`config.mk`:
```
export PLATFORM = sky130hd
export DESIGN_NAME = cpu_mem_bridge
export DESIGN_NICKNAME = d
export VERILOG_FILES = /design/src/rtl/membus_pkg.sv /design/src/rtl/sync_fifo.sv /design/src/rtl/cpu_mem_bridge.sv
export SDC_FILE = /design/constraint.sdc
export NUM_CORES = 1
export LEC_CHECK = 0
export CAP_MARGIN = 20
export CORE_AREA = 2 2 77 98
export DETAILED_ROUTE_END_ITERATION = 10
export DIE_AREA = 0 0 79 100
export DONT_BUFFER_PORTS = 1
export GPL_ROUTABILITY_DRIVEN = 0
export PLACE_DENSITY_LB_ADDON = 0.3
export SYNTH_ARGS = -nofsm -noshare
export SYNTH_HDL_FRONTEND = slang
export SYNTH_SLANG_ARGS = --single-unit
```
`constraint.sdc`:
```
create_clock -name clk -period 3.2 [get_ports clk]
set_input_delay 0.32 -clock clk [delete_from_list [all_inputs] [get_ports clk]]
set_output_delay 0.32 -clock clk [all_outputs]
set_load 0.005 [all_outputs]
```
`src/rtl/membus_pkg.sv`:
```
// Shared definitions for the CPU memory bridge: I/O window defaults, read-select
// encoding and the posted-write FIFO entry layout.
package membus_pkg;

  localparam logic [7:0]  IO_BASE_DEFAULT = 8'hFF;
  localparam logic [7:0]  STATUS_OFFSET   = 8'hFF;
  localparam int unsigned WF_ENTRY_W      = 24;

  typedef enum logic [1:0] {
    RSEL_RAM  = 2'd0,
    RSEL_IO   = 2'd1,
    RSEL_STAT = 2'd2
  } rsel_e;

  // Entry layout is {addr[7:0], data[15:0]}.
  function automatic logic [WF_ENTRY_W-1:0] wf_pack(input logic [7:0]  addr,
                                                    input logic [15:0] data);
    return {addr, data};
  endfunction

endpackage

```
`src/rtl/sync_fifo.sv`:
```
// Single-clock FIFO with registered pointers and a level counter; a push while
// full is accepted only if a pop happens in the same cycle.
module sync_fifo #(
  parameter int unsigned WIDTH = 24,
  parameter int unsigned DEPTH = 4
) (
  input  logic                     clk,
  input  logic                     rst_n,
  input  logic                     i_push,
  input  logic [WIDTH-1:0]         i_wdata,
  input  logic                     i_pop,
  output logic [WIDTH-1:0]         o_rdata,
  output logic                     o_full,
  output logic                     o_empty,
  output logic [$clog2(DEPTH):0]   o_level
);

  localparam int unsigned AW        = $clog2(DEPTH);
  localparam logic [AW-1:0] PTR_ONE = AW'(1);
  localparam logic [AW:0]   LVL_ONE = (AW+1)'(1);
  localparam logic [AW:0]   LVL_MAX = (AW+1)'(DEPTH);

  logic [WIDTH-1:0] r_mem [DEPTH];
  logic [AW-1:0]    r_wptr;
  logic [AW-1:0]    r_rptr;
  logic [AW:0]      r_level;
  logic             w_push;
  logic             w_pop;

  assign o_empty = (r_level == '0);
  assign o_full  = (r_level == LVL_MAX);
  assign o_level = r_level;
  assign o_rdata = r_mem[r_rptr];

  assign w_pop   = i_pop & ~o_empty;
  assign w_push  = i_push & (~o_full | w_pop);

  always_ff @(posedge clk or negedge rst_n) begin
    if (!rst_n) begin
      r_wptr  <= '0;
      r_rptr  <= '0;
      r_level <= '0;
    end else begin
      if (w_push) r_wptr <= r_wptr + PTR_ONE;
      if (w_pop)  r_rptr <= r_rptr + PTR_ONE;
      case ({w_push, w_pop})
        2'b10:   r_level <= r_level + LVL_ONE;
        2'b01:   r_level <= r_level - LVL_ONE;
        default: r_level <= r_level;
      endcase
    end
  end

  always_ff @(posedge clk) begin
    if (w_push) r_mem[r_wptr] <= i_wdata;
  end

endmodule

```
`src/rtl/cpu_mem_bridge.sv`:
```
// CPU-side bridge: RAM pass-through, I/O window with posted-write FIFO, one-cycle
// read mux. Define CPU_MEM_BRIDGE_STATUS_EN for the status/overflow register.
module cpu_mem_bridge
  import membus_pkg::*;
#(
  parameter logic [7:0]  IO_BASE  = IO_BASE_DEFAULT,
  parameter int unsigned WF_DEPTH = 4
) (
  input  logic        clk,
  input  logic        rst_n,
  input  logic [15:0] cpu_raddr,
  input  logic        cpu_rd,
  output logic [15:0] cpu_rdata,
  input  logic [15:0] cpu_waddr,
  input  logic [15:0] cpu_wdata,
  input  logic        cpu_wr,
  output logic [15:0] ram_raddr,
  input  logic [15:0] ram_rdata,
  output logic [15:0] ram_waddr,
  output logic [15:0] ram_wdata,
  output logic        ram_we,
  output logic [7:0]  io_raddr,
  output logic        io_rd,
  input  logic [15:0] io_rdata,
  output logic        io_wvalid,
  output logic [7:0]  io_waddr,
  output logic [15:0] io_wdata,
  input  logic        io_wready,
  output logic        io_busy
);

  localparam int unsigned LW = $clog2(WF_DEPTH) + 1;

  logic                  w_rd_win;
  logic                  w_wr_win;
  logic                  w_rd_stat;
  logic                  w_wr_stat;
  logic                  w_push;
  logic                  w_pop;
  logic                  w_full;
  logic                  w_empty;
  logic [LW-1:0]         w_level;
  logic [WF_ENTRY_W-1:0] w_head;
  logic [15:0]           w_stat_word;
  rsel_e                 r_rsel;

  assign ram_raddr = cpu_raddr;
  assign ram_waddr = cpu_waddr;
  assign ram_wdata = cpu_wdata;
  assign io_raddr  = cpu_raddr[7:0];

  assign w_rd_win  = (cpu_raddr[15:8] == IO_BASE);
  assign w_wr_win  = (cpu_waddr[15:8] == IO_BASE);

`ifdef CPU_MEM_BRIDGE_STATUS_EN
  assign w_rd_stat = w_rd_win & (cpu_raddr[7:0] == STATUS_OFFSET);
  assign w_wr_stat = w_wr_win & (cpu_waddr[7:0] == STATUS_OFFSET);
`else
  assign w_rd_stat = 1'b0;
  assign w_wr_stat = 1'b0;
`endif

  assign io_rd     = cpu_rd & w_rd_win & ~w_rd_stat;
  assign ram_we    = cpu_wr & ~w_wr_win;
  assign w_push    = cpu_wr & w_wr_win & ~w_wr_stat;
  assign w_pop     = io_wvalid & io_wready;

  sync_fifo #(
    .WIDTH (WF_ENTRY_W),
    .DEPTH (WF_DEPTH)
  ) u_wfifo (
    .clk     (clk),
    .rst_n   (rst_n),
    .i_push  (w_push),
    .i_wdata (wf_pack(cpu_waddr[7:0], cpu_wdata)),
    .i_pop   (w_pop),
    .o_rdata (w_head),
    .o_full  (w_full),
    .o_empty (w_empty),
    .o_level (w_level)
  );

  assign io_wvalid = ~w_empty;
  assign io_busy   = ~w_empty;
  assign io_waddr  = w_head[23:16];
  assign io_wdata  = w_head[15:0];

  always_ff @(posedge clk or negedge rst_n) begin
    if (!rst_n) begin
      r_rsel <= RSEL_RAM;
    end else if (cpu_rd) begin
      r_rsel <= w_rd_stat ? RSEL_STAT : (w_rd_win ? RSEL_IO : RSEL_RAM);
    end
  end

  always_comb begin
    cpu_rdata = ram_rdata;
    case (r_rsel)
      RSEL_IO:   cpu_rdata = io_rdata;
      RSEL_STAT: cpu_rdata = w_stat_word;
      default:   cpu_rdata = ram_rdata;
    endcase
  end

`ifdef CPU_MEM_BRIDGE_STATUS_EN
  logic [7:0]  r_ovf;
  logic [15:0] r_stat;
  logic        w_drop;

  assign w_drop      = w_push & w_full & ~w_pop;
  assign w_stat_word = r_stat;

  // A clear coinciding with a drop counts that drop, so ovf lands on 1.
  always_ff @(posedge clk or negedge rst_n) begin
    if (!rst_n) begin
      r_ovf  <= '0;
      r_stat <= '0;
    end else begin
      if (w_wr_stat)
        r_ovf <= w_drop ? 8'd1 : 8'd0;
      else if (w_drop && (r_ovf != 8'hFF))
        r_ovf <= r_ovf + 8'd1;
      if (cpu_rd && w_rd_stat)
        r_stat <= {r_ovf, 3'b000, 5'(w_level)};
    end
  end
`else
  logic w_unused_stat;

  assign w_stat_word   = '0;
  assign w_unused_stat = ^{w_full, w_level};
`endif

endmodule
```
==> results of run 1 <==
[area by class of cell]
class	instances	area (µm²)	share of cell area, %
Clock inverter	5	82.6	1.83
Sequential cell	104	3080	68.3
Timing Repair Buffer	6	47.5	1.05
Inverter	7	26.3	0.582
Multi-Input combinational cell	72	1030	22.9
Clock buffer	10	128	2.83
Tap cell	92	115	2.55
[routing by layer]
layer  global-route usage, %  wire length (µm)
met5                       0                 0
met4                    9.15               158
met3                    8.36               819
met2                    36.0              4400
met1                    23.9              2670
[registers in the layout, summed over array words and instances, names as in the netlist]
register and flops:
r_rsel 1, u_wfifo.o_level 3, u_wfifo.r_mem 96, u_wfifo.r_rptr 2, u_wfifo.r_wptr 2
[power breakdown]
group	internal (mW)	switching, mW
registers	1.52	0.161
logic	0.337	0.207
clock network	0.438	0.393
[worst min path at each step]
stage                             from                             to  slack [ps]  depth (start not counted)
after floorplan                  rst_n          r_rsel[0]$_DFFE_PN0P_          20                          0
after global placement           rst_n  u_wfifo.r_wptr[0]$_DFFE_PN0P_          20                          0
after detailed placement         rst_n  u_wfifo.r_wptr[0]$_DFFE_PN0P_          20                          0
after CTS                 cpu_wdata[9]  u_wfifo.r_mem[2][9]$_DFFE_PP_          40                          0
after global routing      cpu_wdata[3]  u_wfifo.r_mem[2][3]$_DFFE_PP_          30                          0
final                     cpu_wdata[5]  u_wfifo.r_mem[3][5]$_DFFE_PP_          60                          0
[cells by family (layout without fill, tap and decap cells)]
family / count (synthesis) / in the layout / share of synthesized area (%)
adders and majority gates: 6 / 6 / 1.79
AOI/OAI and AO/OA: 3 / 3 / 0.542
buffers and inverters: 72 / 28 / 10.9
xor gates and xnor gates: 6 / 6 / 1.14
and+or+nand+nor: 15 / 15 / 2.73
DFF: 104 / 104 / 66.7
muxes: 42 / 42 / 16.1
[stage by stage]
| stage | utilization [%] | instance area (µm²) | hold slack (ps) | instances | power [mW] |
|---|---|---|---|---|---|
| 2_1_floorplan | - | 4620 | 24.4 | 248 | 2.23 |
| 3_3_place_gp | 60.5 | 4300 | 24.8 | 280 | 2.23 |
| 3_5_place_dp | 60.5 | 4300 | 24.8 | 280 | 2.27 |
| 4_1_cts | 63.7 | 4520 | 43.9 | 296 | 3.09 |
| 5_1_grt | 63.7 | 4520 | 32.3 | 296 | 3.20 |
| 6_report | 63.7 | 4520 | 62.5 | 296 | 3.06 |
[layout by cell type (no fill, tap or decap), types with 2 or more instances in the layout]
cell / synthesis / layout
sky130_fd_sc_hd__edfxtp_1: 96 / 96
sky130_fd_sc_hd__clkinv_4: 0 / 2
sky130_fd_sc_hd__nand4_1: 2 / 2
sky130_fd_sc_hd__ha_1: 5 / 5
sky130_fd_sc_hd__xnor2_1: 3 / 3
sky130_fd_sc_hd__mux4_2: 24 / 24
sky130_fd_sc_hd__nand2_1: 2 / 2
sky130_fd_sc_hd__and2_1: 4 / 4
sky130_fd_sc_hd__inv_1: 7 / 7
sky130_fd_sc_hd__dfrtp_1: 8 / 7
sky130_fd_sc_hd__buf_4: 57 / 5
sky130_fd_sc_hd__mux2_2: 16 / 16
sky130_fd_sc_hd__xor2_1: 3 / 3
sky130_fd_sc_hd__clkbuf_8: 0 / 9
sky130_fd_sc_hd__bufinv_16: 0 / 2
[timing repair]
| action | 4_1_cts | 5_1_grt |
|---|---|---|
| endpoints found under the hold margin | 8 | 0 |
| setup endpoints to repair | 0 | 0 |
| hold buffers | 1 | 0 |
==> flow_metrics.py, run 1 <==
metrics = {
    "cts": {
        "clock_sinks": 104,
        "cts_buffer_depth": 2,
        "cts.repair_timing.setup_buffer_count": 0,
        "cts_htree_levels": 3,
        "cts_inserted_buffers": 9,
        "post_cts.resized_instances": 0,
        "cts_root_buf": "sky130_fd_sc_hd__clkbuf_8",
        "worstSkewPairLatency_ps": 350,
        "tritoncts": "done",
        "clk_transition_reported_paths_ps": 90,
    },
    "setup_path": {
        "crit_path_top_delay_cell": "sky130_fd_sc_hd__dfrtp_2",
        "data_required_time_of_the_critical_path_ps": 2880,
        "worst-path-stages": 1,
        "start_kind": "flop",
        "timing.setup.critical_path_class": "flop to output pin",
        "critical-path-top-delay-family": "flip-flops",
        "worst-r2r-cell-count": 9,
        "critical_path.max_fanout": 26,
        "critical_path.reg2reg.startpoint": "u_wfifo.o_level[0]$_DFFE_PN0P_",
        "rrSetupSlack_ps": 1030,
        "r2r_path_end": "u_wfifo.o_level[2]$_DFFE_PN0P_",
        "endpoint_kind": "output pin",
        "critPathBufInv": 0,
        "crit_chain": "mux4_2",
        "endpoint_of_the_most_critical_setup_path": "io_wdata[3]",
        "cp-startpoint": "u_wfifo.r_rptr[0]$_DFFE_PN0P_",
        "largest_stage_delay_worst_path_ps": 930,
        "critical_path_arrival_ps": 1920,
    },
    "route": {
        "initialDrtViolationCount": 134,
        "detailedRoute.firstPassIterationCount": 4,
        "route.antenna.remaining_nets": 0,
        "drt_wl_total_mm": 8.04,
        "wl_per_cell_um": 27.2,
        "dr_total_vias": 1900,
        "detail_route.drc_violations": 0,
        "drt-vias-per-instance": 6.42,
    },
    "place": {
        "dpl_worst_slack_ps": 1050,
        "number_of_buffer_cells_added_on_primary_ports": 0,
        "detailed_place_hpwl_mm": 5.51,
    },
    "sta": {
        "clock_skew_ps": 5.75,
        "final-setup-viol-count": 0,
        "worst_pin_slew_ps": 845,
        "final_critical_delay_including_setup_and_external_delays_ps": 2240,
        "hold_violations": 0,
        "slew_viol_final": 0,
        "layout_worst_path_cycle_share_pct": 70.0,
        "layout_setup_ws_ps": 960,
        "worst_slew_margin_rel_pct": 43.7,
        "achievable-frequency_ghz": 0.446,
        "total_negative_slack_ps": 0,
        "rsz_0062_raised_after_global_routing": "no",
    },
    "global_routing": {
        "grt_pass1_vias": 2029,
        "grt_first_pass_wirelength_mm": 11.7,
        "globalRoute.totalOverflow": 0,
        "largest_net_degree_at_the_start_of_global_routing": 27,
        "grt.total_usage_pct": 21.2,
        "antenna_found_initial": 0,
    },
    "layout": {
        "nNetsFinal": 291,
        "final.fill_count": 506,
        "drive_gt1_share_pct": 32.4,
        "area_delta_synth_final_pct": -2.27,
        "antenna_cells": 0,
    },
    "synth": {
        "netlist_area_um2": 4620,
        "synth-edff-count": 96,
        "yosys.area.top_type": "sky130_fd_sc_hd__edfxtp_1",
        "synth.top_cells.by_count": "sky130_fd_sc_hd__edfxtp_1, sky130_fd_sc_hd__buf_4, sky130_fd_sc_hd__mux4_2",
        "synthDominantCellAreaShare_pct": 62.4,
        "yosys_warnings": 0,
        "synth-async-reset-ratio_pct": 7.69,
        "largest_cells_by_area_after_synthesis": "sky130_fd_sc_hd__edfxtp_1, sky130_fd_sc_hd__mux4_2, sky130_fd_sc_hd__buf_4, sky130_fd_sc_hd__dfrtp_1, sky130_fd_sc_hd__mux2_2",
        "postSynthAreaPerCell_um2": 18.6,
        "dominant_register_cell_in_the_synthesized_netlist": "sky130_fd_sc_hd__edfxtp_1",
        "post_synth_inst_count": 248,
        "synthesized_flop_and_latch_total": 104,
        "synthesis.nets": 339,
        "distinct_cell_type_count_of_the_synthesized_netlist": 28,
        "synth.most_common_cell": "sky130_fd_sc_hd__edfxtp_1",
        "synth-seq-area-share_pct": 66.7,
    },
    "floorplan": {
        "floorplan.die_area_um2": 7900,
        "die_height_um": 100,
        "initial_utilization_pct": 65.1,
        "placement_rows": 35,
        "io-pin-count": 185,
        "chipWidth_um": 79,
        "core_area_um2": 7090,
    },
    "pwr": {
        "peakVddDrop_v": 0.000386,
        "powerDensity_nw_per_um2": 677,
        "total_leakage_power_nw": 1.46,
    },
    "hold_path": {
        "class_of_the_worst_hold_path": "input port to flop",
    },
    "flow_run": {
        "drv_cap": 0,
    },
    "run_status": {
        "run_status": "completed",
    },
}
No activity file was read; power rests on OpenSTA's default activity.
==> inputs of run 2 (changes only) <==
Settings changed: CORE_AREA 2 2 77 98 to 2 2 84 106, DIE_AREA 0 0 79 100 to 0 0 86 108.
Clock period 3.2 ns to 1.8 ns, I/O delays scaled along.
==> flow_metrics.py, run 2 (same netlist as run 1, synthesis figures left out) <==
metrics = {
    "floorplan": {
        "core_area_um2": 8190,
        "floorplan.die_area_um2": 9290,
        "initial_utilization_pct": 56.4,
        "chipWidth_um": 86,
        "die_height_um": 108,
        "placement_rows": 37,
        "io-pin-count": 185,
    },
    "route": {
        "route.antenna.remaining_nets": 0,
        "wl_per_cell_um": 25.4,
        "dr_total_vias": 2060,
        "detailedRoute.firstPassIterationCount": 4,
        "drt-vias-per-instance": 5.97,
        "detail_route.drc_violations": 0,
        "initialDrtViolationCount": 92,
        "drt_wl_total_mm": 8.75,
    },
    "setup_path": {
        "largest_stage_delay_worst_path_ps": 420,
        "critPathBufInv": 2,
        "critical-path-top-delay-family": "simple AND/OR/NAND/NOR gates",
        "timing.setup.critical_path_class": "flop to flop",
        "data_required_time_of_the_critical_path_ps": 2090,
        "endpoint_kind": "flop",
        "critical_path_arrival_ps": 2220,
        "crit_chain": "nor4b_4, nor4b_4, inv_1, ha_4, inv_2, fa_2, xor2_1, nor2_1, xor2_1",
        "critical_path.max_fanout": 2,
        "crit_path_top_delay_cell": "sky130_fd_sc_hd__dfrtp_1",
        "rrSetupSlack_ps": -130,
        "start_kind": "flop",
    },
    "sta": {
        "final-setup-viol-count": 1,
        "layout_setup_ws_ps": -126,
        "slew_viol_final": 0,
        "holdWs_ps": 112,
        "hold_violations": 0,
        "layout_worst_path_cycle_share_pct": 107,
        "rsz_0062_raised_after_global_routing": "yes",
        "achievable-frequency_ghz": 0.519,
        "worst_pin_slew_ps": 410,
        "final_critical_delay_including_setup_and_external_delays_ps": 1930,
        "worst_slew_margin_rel_pct": 72.6,
        "clock_skew_ps": 9.52,
    },
    "layout": {
        "finish.cell_count_without_fillers": 345,
        "top_library_cells_by_usage_in_the_layout_fill_and_taps_aside": "sky130_fd_sc_hd__edfxtp_1, sky130_fd_sc_hd__dlygate4sd3_1, sky130_fd_sc_hd__mux4_2, sky130_fd_sc_hd__mux2_2",
        "multi_input_area_um2": 1070,
        "final.fill_count": 552,
        "area_delta_synth_final_pct": 9.72,
        "final_util_pct": 61.9,
        "largest_register_ffs": 96,
        "layout_commonest_cell": "sky130_fd_sc_hd__edfxtp_1",
        "sequential_cell_area_um2": 3090,
        "max_flop_register": "u_wfifo.r_mem",
        "drive_gt1_share_pct": 37.7,
        "nNetsFinal": 335,
    },
    "cts": {
        "clk_transition_reported_paths_ps": 90,
        "cts_buffer_depth": 2,
        "worstSkewPairLatency_ps": 360,
        "tritoncts": "done",
        "cts_inserted_buffers": 9,
        "cts_root_buf": "sky130_fd_sc_hd__clkbuf_8",
        "cts_htree_levels": 3,
        "clock_sinks": 104,
    },
    "hold_path": {
        "class_of_the_worst_hold_path": "input port to flop",
    },
    "flow_run": {
        "drv_cap": 0,
    },
    "global_routing": {
        "antenna_found_initial": 1,
        "globalRoute.totalOverflow": 0,
        "grt_first_pass_wirelength_mm": 11.6,
        "grt_pass1_vias": 2200,
        "largest_net_degree_at_the_start_of_global_routing": 25,
        "grt.total_usage_pct": 17.6,
    },
    "pwr": {
        "powerDensity_nw_per_um2": 1090,
        "finalPower_mw": 5.54,
        "total_leakage_power_nw": 1.70,
        "peakVddDrop_v": 0.000566,
    },
    "run_status": {
        "failed_checks": "setup timing",
        "run_status": "finished with violations",
    },
    "place": {
        "dpl_worst_slack_ps": -150,
        "number_of_buffer_cells_added_on_primary_ports": 0,
        "detailed_place_hpwl_mm": 5.56,
        "place_inst": 296,
    },
}
## run 2: routing by layer
metal	vias to the layer above	part of all wire (%)	track usage, %
met2	131	54	32.9
met4	0	2.0	9.18
li1	878	-	-
met1	1036	36	17.4
met3	15	8.0	4.89
met5	-	0	0
## run 2: final timing paths
| kind | endpoint | cells after the start | start |
|---|---|---|---|
| min in group asynchronous | u_wfifo.o_level[0]$_DFFE_PN0P_ | 1 | rst_n |
| hold reg to reg | u_wfifo.o_level[2]$_DFFE_PN0P_ | 2 | u_wfifo.o_level[2]$_DFFE_PN0P_ |
| setup / recovery | u_wfifo.o_level[2]$_DFFE_PN0P_ | 9 | u_wfifo.o_level[1]$_DFFE_PN0P_ |
| setup reg to reg | u_wfifo.o_level[2]$_DFFE_PN0P_ | 9 | u_wfifo.o_level[1]$_DFFE_PN0P_ |
| max in group asynchronous | u_wfifo.r_rptr[0]$_DFFE_PN0P_ | 1 | rst_n |
| hold / removal | r_rsel[0]$_DFFE_PN0P_ | 3 | cpu_raddr[14] |
## run 2: stage by stage
stage	area (µm²)	TNS, ps
after global routing	5070	-267
after global placement	4450	-41.2
after CTS	4920	-149
after detailed placement	4450	-152
final	5070	-126
after floorplan	4640	-113
## run 2: cell type report
cell class                      instances  share of cell area, %
Tap cell                               97                   2.39
Antenna cell                            1                 0.0494
Clock buffer                            9                   2.44
Clock inverter                          5                  0.987
Multi-Input combinational cell         72                   21.2
Inverter                                7                  0.518
Timing Repair Buffer                   50                   11.6
Sequential cell                       104                   60.9
## run 2: what timing repair did
action | 4_1_cts | 5_1_grt
buffers inserted | 2 | 0
hold buffers | 26 | 0
gates resized for setup | 3 | 9
cloned | 0 | 6
endpoints found under the setup margin | 2 | 116
pin swaps | 5 | 3
hold endpoints to repair | 105 | 0
## run 2: worst register-to-register path, stage by stage (launching register included)
cell                      delay [ps]
sky130_fd_sc_hd__dfrtp_1         420
sky130_fd_sc_hd__nor4b_4         340
sky130_fd_sc_hd__nor4b_4          90
sky130_fd_sc_hd__inv_1           100
sky130_fd_sc_hd__ha_4            140
sky130_fd_sc_hd__inv_2            30
sky130_fd_sc_hd__fa_2            330
sky130_fd_sc_hd__xor2_1          140
sky130_fd_sc_hd__nor2_1          120
sky130_fd_sc_hd__xor2_1          160
## run 2: power breakdown
group	switching [mW]	leakage, nW	internal [mW]
Clock	0.722	0.0945	0.618
Sequential	0.0551	0.955	2.70
Combinational	0.653	0.655	0.791
Total	1.43	1.70	4.11
